### src/rtl/fetch_ctrl.sv
// Instruction fetch controller: PC register, 2-entry {pc, instr} fetch queue, redirect/flush, RUN/FAULT FSM.
// Optional fetch range check enabled by defining FETCH_RANGE_CHECK_EN.
module fetch_ctrl #(
  parameter logic [31:0] RESET_PC = 32'h0000_3000,
  parameter int unsigned IM_WORDS = 8192
) (
  input  logic        clk,
  input  logic        reset,
  output logic [31:0] im_pc,
  input  logic [31:0] im_instr,
  input  logic        redirect_valid,
  input  logic [31:0] redirect_pc,
  output logic        out_valid,
  input  logic        out_ready,
  output logic [31:0] out_instr,
  output logic [31:0] out_pc,
  output logic        fault,
  output logic [31:0] fault_pc
);

`ifdef FETCH_RANGE_CHECK_EN
  localparam logic LP_RC_EN = 1'b1;
`else
  localparam logic LP_RC_EN = 1'b0;
`endif

  // Bounds widened to 33 bits so RESET_PC + 4*IM_WORDS cannot wrap.
  localparam logic [32:0] LP_PC_LO = {1'b0, RESET_PC};
  localparam logic [32:0] LP_PC_HI = LP_PC_LO + (33'(IM_WORDS) * 33'd4);

  typedef enum logic [0:0] {
    ST_RUN   = 1'b0,
    ST_FAULT = 1'b1
  } state_t;

  state_t      r_state;
  state_t      w_state_nxt;
  logic [31:0] r_pc;
  logic [1:0]  r_count;
  logic [31:0] r_hd_pc;
  logic [31:0] r_hd_instr;
  logic [31:0] r_tl_pc;
  logic [31:0] r_tl_instr;
  logic        r_fault;
  logic [31:0] r_fault_pc;

  logic        w_oob;
  logic        w_range_fault;
  logic        w_pop;
  logic        w_push;
  logic        w_enter_fault;
  logic [31:0] w_pc_nxt;
  logic [1:0]  w_count_nxt;
  logic [31:0] w_hd_pc_nxt;
  logic [31:0] w_hd_instr_nxt;
  logic [31:0] w_tl_pc_nxt;
  logic [31:0] w_tl_instr_nxt;
  logic        w_fault_nxt;
  logic [31:0] w_fault_pc_nxt;

  assign im_pc     = r_pc;
  assign out_valid = (r_count != 2'd0);
  assign out_pc    = r_hd_pc;
  assign out_instr = r_hd_instr;
  assign fault     = r_fault & LP_RC_EN;
  assign fault_pc  = LP_RC_EN ? r_fault_pc : 32'h0000_0000;

  // Range check and handshake qualifiers.
  always_comb begin
    w_oob = ({1'b0, r_pc} < LP_PC_LO) | ({1'b0, r_pc} >= LP_PC_HI) | (r_pc[1:0] != 2'b00);
    w_range_fault = LP_RC_EN & w_oob;
    w_pop  = out_valid & out_ready;
    w_push = (r_state == ST_RUN) & ~redirect_valid & ((r_count < 2'd2) | w_pop) & ~w_range_fault;
  end

  // Next-state logic for the RUN/FAULT FSM.
  always_comb begin
    w_state_nxt = r_state;
    case (r_state)
      ST_RUN: begin
        if (w_range_fault && !redirect_valid) begin
          w_state_nxt = ST_FAULT;
        end else begin
          w_state_nxt = ST_RUN;
        end
      end
      ST_FAULT: begin
        if (redirect_valid) begin
          w_state_nxt = ST_RUN;
        end else begin
          w_state_nxt = ST_FAULT;
        end
      end
      default: w_state_nxt = ST_RUN;
    endcase
    w_enter_fault = (r_state == ST_RUN) && (w_state_nxt == ST_FAULT);
  end

  // Next PC, queue contents and fault capture; redirect overrides everything.
  always_comb begin
    w_pc_nxt       = r_pc;
    w_count_nxt    = r_count;
    w_hd_pc_nxt    = r_hd_pc;
    w_hd_instr_nxt = r_hd_instr;
    w_tl_pc_nxt    = r_tl_pc;
    w_tl_instr_nxt = r_tl_instr;
    w_fault_nxt    = r_fault;
    w_fault_pc_nxt = r_fault_pc;
    if (redirect_valid) begin
      w_pc_nxt    = redirect_pc;
      w_count_nxt = 2'd0;
      w_fault_nxt = 1'b0;
    end else begin
      if (w_push) begin
        w_pc_nxt = r_pc + 32'd4;
      end else begin
        w_pc_nxt = r_pc;
      end
      case ({w_push, w_pop})
        2'b11: begin
          if (r_count == 2'd2) begin
            w_hd_pc_nxt    = r_tl_pc;
            w_hd_instr_nxt = r_tl_instr;
            w_tl_pc_nxt    = r_pc;
            w_tl_instr_nxt = im_instr;
          end else begin
            w_hd_pc_nxt    = r_pc;
            w_hd_instr_nxt = im_instr;
          end
        end
        2'b01: begin
          w_hd_pc_nxt    = r_tl_pc;
          w_hd_instr_nxt = r_tl_instr;
          w_count_nxt    = r_count - 2'd1;
        end
        2'b10: begin
          if (r_count == 2'd0) begin
            w_hd_pc_nxt    = r_pc;
            w_hd_instr_nxt = im_instr;
          end else begin
            w_tl_pc_nxt    = r_pc;
            w_tl_instr_nxt = im_instr;
          end
          w_count_nxt = r_count + 2'd1;
        end
        default: w_count_nxt = r_count;
      endcase
      if (w_enter_fault) begin
        w_fault_nxt    = 1'b1;
        w_fault_pc_nxt = r_pc;
      end else begin
        w_fault_nxt    = r_fault;
      end
    end
  end

  // State registers with asynchronous active-low reset.
  always_ff @(posedge clk or negedge reset) begin
    if (!reset) begin
      r_state    <= ST_RUN;
      r_pc       <= RESET_PC;
      r_count    <= 2'd0;
      r_hd_pc    <= 32'h0000_0000;
      r_hd_instr <= 32'h0000_0000;
      r_tl_pc    <= 32'h0000_0000;
      r_tl_instr <= 32'h0000_0000;
      r_fault    <= 1'b0;
      r_fault_pc <= 32'h0000_0000;
    end else begin
      r_state    <= w_state_nxt;
      r_pc       <= w_pc_nxt;
      r_count    <= w_count_nxt;
      r_hd_pc    <= w_hd_pc_nxt;
      r_hd_instr <= w_hd_instr_nxt;
      r_tl_pc    <= w_tl_pc_nxt;
      r_tl_instr <= w_tl_instr_nxt;
      r_fault    <= w_fault_nxt;
      r_fault_pc <= w_fault_pc_nxt;
    end
  end

endmodule

### config.mk
export PLATFORM = sky130hd
export DESIGN_NAME = fetch_ctrl
export DESIGN_NICKNAME = d
export VERILOG_FILES = /design/src/rtl/fetch_ctrl.sv
export SDC_FILE = /design/constraint.sdc
export NUM_CORES = 1
export LEC_CHECK = 0
export BUFFER_PORTS_ARGS = -buffer_cell sky130_fd_sc_hd__buf_2
export CORE_UTILIZATION = 49
export DETAILED_ROUTE_END_ITERATION = 8
export PLACE_DENSITY = 0.85
export SLEW_MARGIN = 20
export SYNTH_ARGS = -nofsm -noshare
export SYNTH_HDL_FRONTEND = slang
export SYNTH_SLANG_ARGS = --single-unit
### constraint.sdc
create_clock -name clk -period 1.83 [get_ports clk]
set_clock_uncertainty 0.05 [all_clocks]
set_input_delay 0.2745 -clock clk [delete_from_list [all_inputs] [get_ports clk]]
set_output_delay 0.2745 -clock clk [all_outputs]
set_load 0.1 [all_outputs]
# == Word-level counts from Yosys, hierarchy flattened ==
# Cells that the tools add are included.
# totals
register_bits,163
inputBits,68
out_inout_bits,130
# op_classes
mux,18
reduce_logical,8
add_sub_neg,3
bitwise,6
magnitude_cmp,1
eq_ne,7
# op_table
operator,count
32-bit 2-to-1 mux,10
32-bit one-hot mux with 3 select lines,2
32-bit one-hot mux with 2 select lines,2
32-bit by 3-bit adder with 32-bit output (second input constant),1
2-bit == test (second input constant),3
2-bit inequality test (second input constant),3
2-bit nonzero test,3
3-bit nonzero test,2
2-bit one-hot mux with 2 select lines,1
4-bit AND reduction,1
1-bit bitwise AND,3
3-bit AND reduction,1
2-bit by 1-bit adder with 2-bit output (second input constant),1
2-bit by 1-bit == test with 1-bit output (second input constant),1
2-bit logical NOT,1
2-bit < comparator (second input constant),1
2-bit 2-to-1 mux,1
1-bit NOT,2
1-bit one-hot mux with 2 select lines,1
2-bit by 1-bit subtractor with 2-bit output (second input constant),1
1-bit 2-to-1 mux,1
1-bit bitwise OR,1

# == Longest topological paths before layout ==
# Gate-level depths: netlist (run 1).
# depth
depth_word,7
depth_mapped,6

# == Least setup slack after synthesis (run 1) ==
# No wires, ideal clock.
# synth_path
kind,reg2reg
startpoint,reg r_pc[2] (netlist: im_pc[2])
endpoint,reg r_pc[24] (netlist: im_pc[24])
n_path_buf,1
synth_period_minus_slack_ps,2710
required_time_ps,1698
arrival_time_ps,2578
stages_incl_launch_ff,7
setup_slack_ps,-880
path_cell_list,dfrtp_1 > ha_1 > nand3_2 > or3_4 > buf_6 > or4_1 > a31oi_1
# synth_via
elab_chain_len,3
# synth_lines
item,line,source
from (decl),38,logic [31:0] r_pc;
from (signal assigned),171,r_pc <= w_pc_nxt;
32-bit by 3-bit adder with 32-bit output,115,w_pc_nxt = r_pc + 32'd4;
32-bit 2-to-1 mux,114,if (w_push) begin
32-bit 2-to-1 mux,109,if (redirect_valid) begin
# No other way between the ends. The select of a mux whose other input is x is not followed.
# A chain may end at the register's enable or synchronous reset.

# == Final worst setup path (run 1) ==
# layout_path
startpoint,reg r_state
endpoint,reg r_hd_pc[20] (netlist: out_pc[20])
# layout_via
elab_chain_len,6
word_cells_on_any_way,10
cone_classes,eq/ne: 4; mux: 1; bitwise: 3; reduce/logical: 2
# layout_lines
item,line,source
from (decl),36,state_t r_state;
from (signal assigned),170,r_state <= w_state_nxt;
1-bit NOT *,--,
1-bit bitwise AND * (2 in a row),73,w_push = (r_state == ST_RUN) & ~redirect_valid & ((r_count < 2'd2) | w_pop) & ~w_range_fault;
2-bit == test / 2-bit by 1-bit == test with 1-bit output (equally long branches),119,"case ({w_push, w_pop})"
2-bit inequality test (no line) / 3-bit nonzero test (equally long branches),--,
3-bit AND reduction (no line),--,
to (signal assigned),173,r_hd_pc <= w_hd_pc_nxt;
to (decl),40,logic [31:0] r_hd_pc;
# Mark *: on every way between the ends. The rest lies on a longest branch, timed or not.

==> results of run 1 <==
-- metal layers --
metal	up-vias	wire length (um)
li1	2723	-
met1	3139	9250
met2	265	11000
met3	46	1680
met4	0	550
met5	-	0
-- through the flow --
stage / power (mW) / setup WS (ps) / hold slack (ps) / utilization [%]
finish: 16.2 / -132 / 16.2 / 68.9
global route: 16.8 / -175 / 14.8 / 68.9
CTS: 15.7 / -78.9 / 3.75 / 65.0
detailed placement: 11.8 / -75.9 / 155 / 59.2
global placement: 11.6 / -59.2 / 157 / 59.2
floorplan: 10.6 / -293 / -71.1 / -
-- worst max-delay path, stage by stage (launching register included) --
cell and delay [ps]:
dfrtp_1 390, o21a_1 220, mux2i_4 240, buf_4 170, buf_12 150, mux2_2 350, mux2_2 270
-- logic make-up after synthesis --
kind of cell             count (synthesis)  share of synthesized area (%)
AO/OA/AOI/OAI                           57                           4.85
XOR/XNOR                                 8                          0.876
adder cells (fa/ha/maj)                  1                          0.156
buffers and inverters                   79                           5.91
flip-flops                             163                           51.0
multiplexers                           196                           27.6
other                                    1                         0.0469
AND/OR/NAND/NOR                        136                           9.53
-- where the power goes --
part | switching, mW | total (mW) | internal (mW)
Clock | 1.51 | 3.79 | 2.27
Combinational | 5.16 | 7.19 | 2.03
Sequential | 0.618 | 5.25 | 4.63
Total | 7.29 | 16.2 | 8.93
-- flip-flops by register name, summed over array words and instances, names as in the netlist --
name and cells:
r_count 2, out_instr 32, r_tl_pc 32, out_pc 32
r_tl_instr 32, r_state 1, im_pc 32
-- final cells by class --
type	instances	area share, %
Clock inverter	10	1.34
Clock buffer	22	4.33
Tap cell	216	2.47
Multi-Input combinational cell	432	36.5
Antenna cell	2	0.0457
Timing Repair Buffer	249	17.2
Inverter	5	0.171
Sequential cell	163	37.9
-- what timing repair did --
item	4_1_cts	5_1_grt
endpoints found under the hold margin	34	0
gates cloned	5	13
setup endpoints to repair	78	138
gates resized for setup	29	87
buffers inserted	8	5
pin swaps	6	18
hold buffers	3	0
-- Yosys cell counts (2+ instances only) --
cell type	n	area, sq um
mux2_1	13	146
and4_1	6	52.6
a31oi_1	9	56.3
and3_1	3	18.8
a22o_1	3	26.3
and2_1	4	25.0
nand3_1	20	100
nor3_1	7	35.0
nor4_1	5	31.3
or4_1	6	45.0
inv_1	5	18.8
a21oi_1	7	35.0
dfrtp_1	161	4030
buf_4	39	293
a221oi_1	2	17.5
nand4_1	11	68.8
buf_6	2	22.5
o311ai_0	3	26.3
or3_1	4	25.0
o21ai_0	16	80.1
dfstp_2	2	52.6
xnor2_1	7	61.3
buf_1	2	7.51
clkbuf_1	19	71.3
nor2b_1	5	31.3
a311o_1	2	20.0
mux2_2	181	2040
nor2_1	21	78.8
or4b_1	2	20.0
nand2_1	29	109
o31ai_1	5	37.5
buf_2	11	55.1
nor3b_1	2	15.0
nand2b_1	2	12.5
-- how the worst max path moves through the flow --
stage	endpoint	start
CTS	out_instr[14]$_DFFE_PN0P_	r_state$_DFF_PN0_
global placement	im_pc[18]$_DFFE_PN0P_	im_pc[3]$_DFFE_PN0P_
detailed placement	out_instr[14]$_DFFE_PN0P_	redirect_valid
finish	out_pc[20]$_DFFE_PN0P_	r_state$_DFF_PN0_
global route	out_pc[10]$_DFFE_PN0P_	r_state$_DFF_PN0_
floorplan	im_pc[12]$_DFFE_PN1P_	im_pc[6]$_DFFE_PN0P_
==> out/results.ini, run 1 <==
[outcome]
status = finished, violations left
violations = negative setup slack

[timing]
setup_viol = 70
fmax_mhz = 510
hold_violations = 0
fin_crit_sh_pct = 107
max-slew-margin-rel_pct = 65.2
rsz0062_at_grt = yes
report.final.slew_viol_count = 0
period_minus_slack_ps = 1960
tns_ps = -5950
worst-slew-pin-transition_ps = 525
layout_setup_ws_ps = -132

[clock_network]
cts_sinks = 163
clkTransAtPathRegs_ps = 60
cts_max_level = 4
clock_path_buffers = 2
numCtsBuffers = 17
cts-root-buf = clkbuf_16
cts_tree = done
clk_latency_ps = 430

[worst_setup_path]
reg2reg_slack_ps = -130
r2r-end = out_pc[20]$_DFFE_PN0P_
crit_path_start_kind = register
critPathMaxFanout = 13
rr_startpoint = r_state$_DFF_PN0_
cp.arrival_ps = 2220
cp.required_ps = 2090
r2r_cells = 6
critPathKind = reg -> reg
crit_path_end_kind = register

[run]
drv_cap = 0

[grt]
antenna_found_initial = 1
grt.met3_usage_pct = 7.75
busiest_layer = met2
use_met1_pct = 29.5
grt_pass1_wl_um = 30700
first_global_vias = 5903
grt_max_degree = 50
groute.usage.overall_pct = 24.0
met2_usage_pct = 39.0
grt-ovfl-total = 0

[placed_design]
dp.cells = 1031
hpwlAfterDp_um = 12400
routabilityCongestion = 0.849
placement.io_buffers = 164
place_area_sq_um = 9410

[drt]
routed_wl_um = 22400
first_pass_iters = 5
route.vias.total = 6173
wl_per_cell_um = 20.4
drtIter0Drc = 439
vias_per_cell = 5.62
antenna_left = 0
drc = 0

[logic_synthesis]
synthCells = 641
syn-mean-instance-area_sq_um = 12.5
synth-async-reset-ratio_pct = 100
ys.flop_type = dfrtp_1
synth-seq-cells = 163
synth_edf_count = 0
ys_seq_area_share_pct = 51.0
syn_area_sq_um = 8000
yosysUniqueCellTypes = 59
yosysWarnings = 0

[finish]
area_delta_synth_final_pct = 36.8
layout.area.seq_sq_um = 4150
nets = 937
fill_cells = 1080
fin_cells = 1099
multi_input_area_sq_um = 4000
mostFrequentLayoutCell = buf_2
postLayoutCellArea_sq_um = 10900
final_cell_mix = buf_2, dfrtp_1, mux2_2
layout-drive-gt1-share_pct = 59.0

[floorplan]
core_region_area_sq_um = 15900
rows = 46
die_y_um = 130
die_area_sq_um = 16800
io_pins = 198
start_util_pct = 50.4
die_w_um = 130

[power_and_ir_drop]
power.leakage_nw = 5.04
p_per_area_nw_per_um2 = 1480
peakVddDrop_uv = 1060

[worst_hold_path]
worst_hold_path.endpoint = im_pc[4]$_DFFE_PN0P_
hp-start = redirect_pc[4]
whs_path_depth = 3
hp-class = in -> reg

No activity file was read; power rests on OpenSTA's default activity.
==> run 2: changes to the inputs <==
Settings changed: PLACE_DENSITY 0.85 to 0.87.
==> run 2 against run 1 <==
Compared with the run above: the run still ends with negative setup slack left; register-to-register slack barely moved; worst setup slack got worse by 8.7 ps; wire length rose by 0.72%; first-iteration DRC count rose by 0.91%; sequential share of layout area fell by 0.13 points; cell area rose by 0.30%; maximum frequency fell by 0.44%; count of clock-buffer cells in the layout fell by 1; non-clock buffer count rose by 1; combinational power rose by 1%; sequential power barely moved; largest cell class unchanged.
==> out/results.ini, run 2 (synthesis gave the netlist of run 1 again) <==
[finish]
postLayoutCellArea_sq_um = 11000
area_delta_synth_final_pct = 37.2
fill_cells = 1102
final_cell_mix = buf_2, dfrtp_1, mux2_2
num_antenna_cells = 0
nets = 938
mostFrequentLayoutCell = buf_2
layout-drive-gt1-share_pct = 58.7
fin_cells = 1098

[drt]
first_pass_iters = 5
drtIter0Drc = 443
antenna_left = 0
route.vias.total = 6239
routed_wl_um = 22600
drc = 0
wl_per_cell_um = 20.6
vias_per_cell = 5.68

[timing]
holdWs_ps = 14.8
hold_violations = 0
fmax_mhz = 508
setup_viol = 73
period_minus_slack_ps = 1970
layout_setup_ws_ps = -140
max-slew-margin-rel_pct = 65.6
rsz0062_at_grt = yes
worst-slew-pin-transition_ps = 519
report.final.slew_viol_count = 0
fin_crit_sh_pct = 108

[clock_network]
numCtsBuffers = 17
clock_path_buffers = 2
cts_max_level = 4
cts-root-buf = clkbuf_16
cts_tree = done
clk_latency_ps = 430
clkTransAtPathRegs_ps = 60
cts_sinks = 163

[power_and_ir_drop]
p_sw_share_pct = 45.0
finalPower_mw = 16.2
p_comb_share_pct = 44.8
clkPwrFrac_pct = 22.9
power.leakage_nw = 5.11
peakVddDrop_uv = 1010
switchingPower_mw = 7.30
internal-power_mw = 8.93
power_frac_seq_pct = 32.3
p_per_area_nw_per_um2 = 1480

[grt]
grt_max_degree = 44
grt_pass1_wl_um = 31000
grt-ovfl-total = 0
antenna_found_initial = 1
first_global_vias = 5986
groute.usage.overall_pct = 24.3

[run]
drv_cap = 0

[worst_setup_path]
crit_path_end_kind = register
r2r_cells = 6
cp.required_ps = 2090
cp.arrival_ps = 2230
crit_path_start_kind = register
critPathMaxFanout = 6
critPathKind = reg -> reg

[floorplan]
die_y_um = 130
start_util_pct = 50.4
rows = 46
die_w_um = 130
die_area_sq_um = 16800
core_region_area_sq_um = 15900
io_pins = 198

[placed_design]
hpwlAfterDp_um = 12700
place_area_sq_um = 9480
pre_cts_slack_ps = -75.0
dp.cells = 1038
placement.io_buffers = 164
routabilityCongestion = 0.861

[outcome]
violations = negative setup slack
status = finished, violations left

[worst_hold_path]
whs_path_depth = 3
hp-class = in -> reg

run 2: cell types whose count changed in the layout (fill, tap and decap cells not counted), sizes merged:
cell	previous run	this run
clkbuf	31	29
diode	2	0
dlygate4sd3	3	2
clkinvlp	1	2
buf	237	240
run 2: path summary, 6_finish.rpt:
check	slack (ps)	startpoint	end
max	-140	r_count[0]$_DFFE_PN0P_	out_instr[27]$_DFFE_PN0P_
min	10	redirect_pc[5]	im_pc[5]$_DFFE_PN0P_
max reg2reg	-140	r_count[0]$_DFFE_PN0P_	out_instr[27]$_DFFE_PN0P_
min reg2reg	450	r_tl_instr[19]$_DFFE_PN0P_	r_tl_instr[19]$_DFFE_PN0P_
max in group asynchronous	830	reset	im_pc[8]$_DFFE_PN0P_
min in group asynchronous	300	reset	out_pc[16]$_DFFE_PN0P_
run 2: power by group through the flow:
stage               clock network [mW]  logic, mW  registers (mW)
floorplan                            0       1.96            8.68
global placement                     0       6.50            5.17
detailed placement                   0       6.61            5.23
CTS                               3.77       6.77            5.18
global route                      3.91       7.51            5.35
finish                            3.72       7.27            5.24
run 2: critical path: stages, from the launching register on:
cell	delay (ps)
dfrtp_1	370
buf_4	150
mux2i_4	290
clkbuf_16	230
buf_6	150
mux2_1	340
mux2_2	280
run 2: layout make-up:
cell class | instances | area, sq um | share of cell area, %
clock inverters | 11 | 150 | 1.37
multi-input cells | 432 | 4050 | 36.9
flip-flops and latches | 163 | 4140 | 37.7
clock buffers | 21 | 460 | 4.19
repair buffers | 250 | 1890 | 17.2
inverters | 5 | 18.8 | 0.171
well taps | 216 | 270 | 2.46
run 2: stage by stage:
| step | setup TNS [ps] | util, % |
|---|---|---|
| global route | -10490 | 69.1 |
| CTS | -2510 | 65.1 |
| floorplan | -3060 | - |
| detailed placement | -2840 | 59.7 |
| finish | -6070 | 69.1 |
| global placement | -1070 | 59.7 |
run 2: per-layer routing:
metal	track usage (%)	vias up	part of all wire (%)
met2	39.5	303	48
li1	-	2723	-
met1	30.1	3168	42
met3	8.00	45	7.9
met4	8.96	0	1.8
met5	0	-	0
run 2: what timing repair did:
action                     in CTS  in global routing
setup endpoints to repair      78                111
gates cloned                    4                 10
hold endpoints to repair       37                  0
hold buffers                    2                  0
setup buffers                   6                  6
pin swaps                       4                 17
resized for setup              18                101
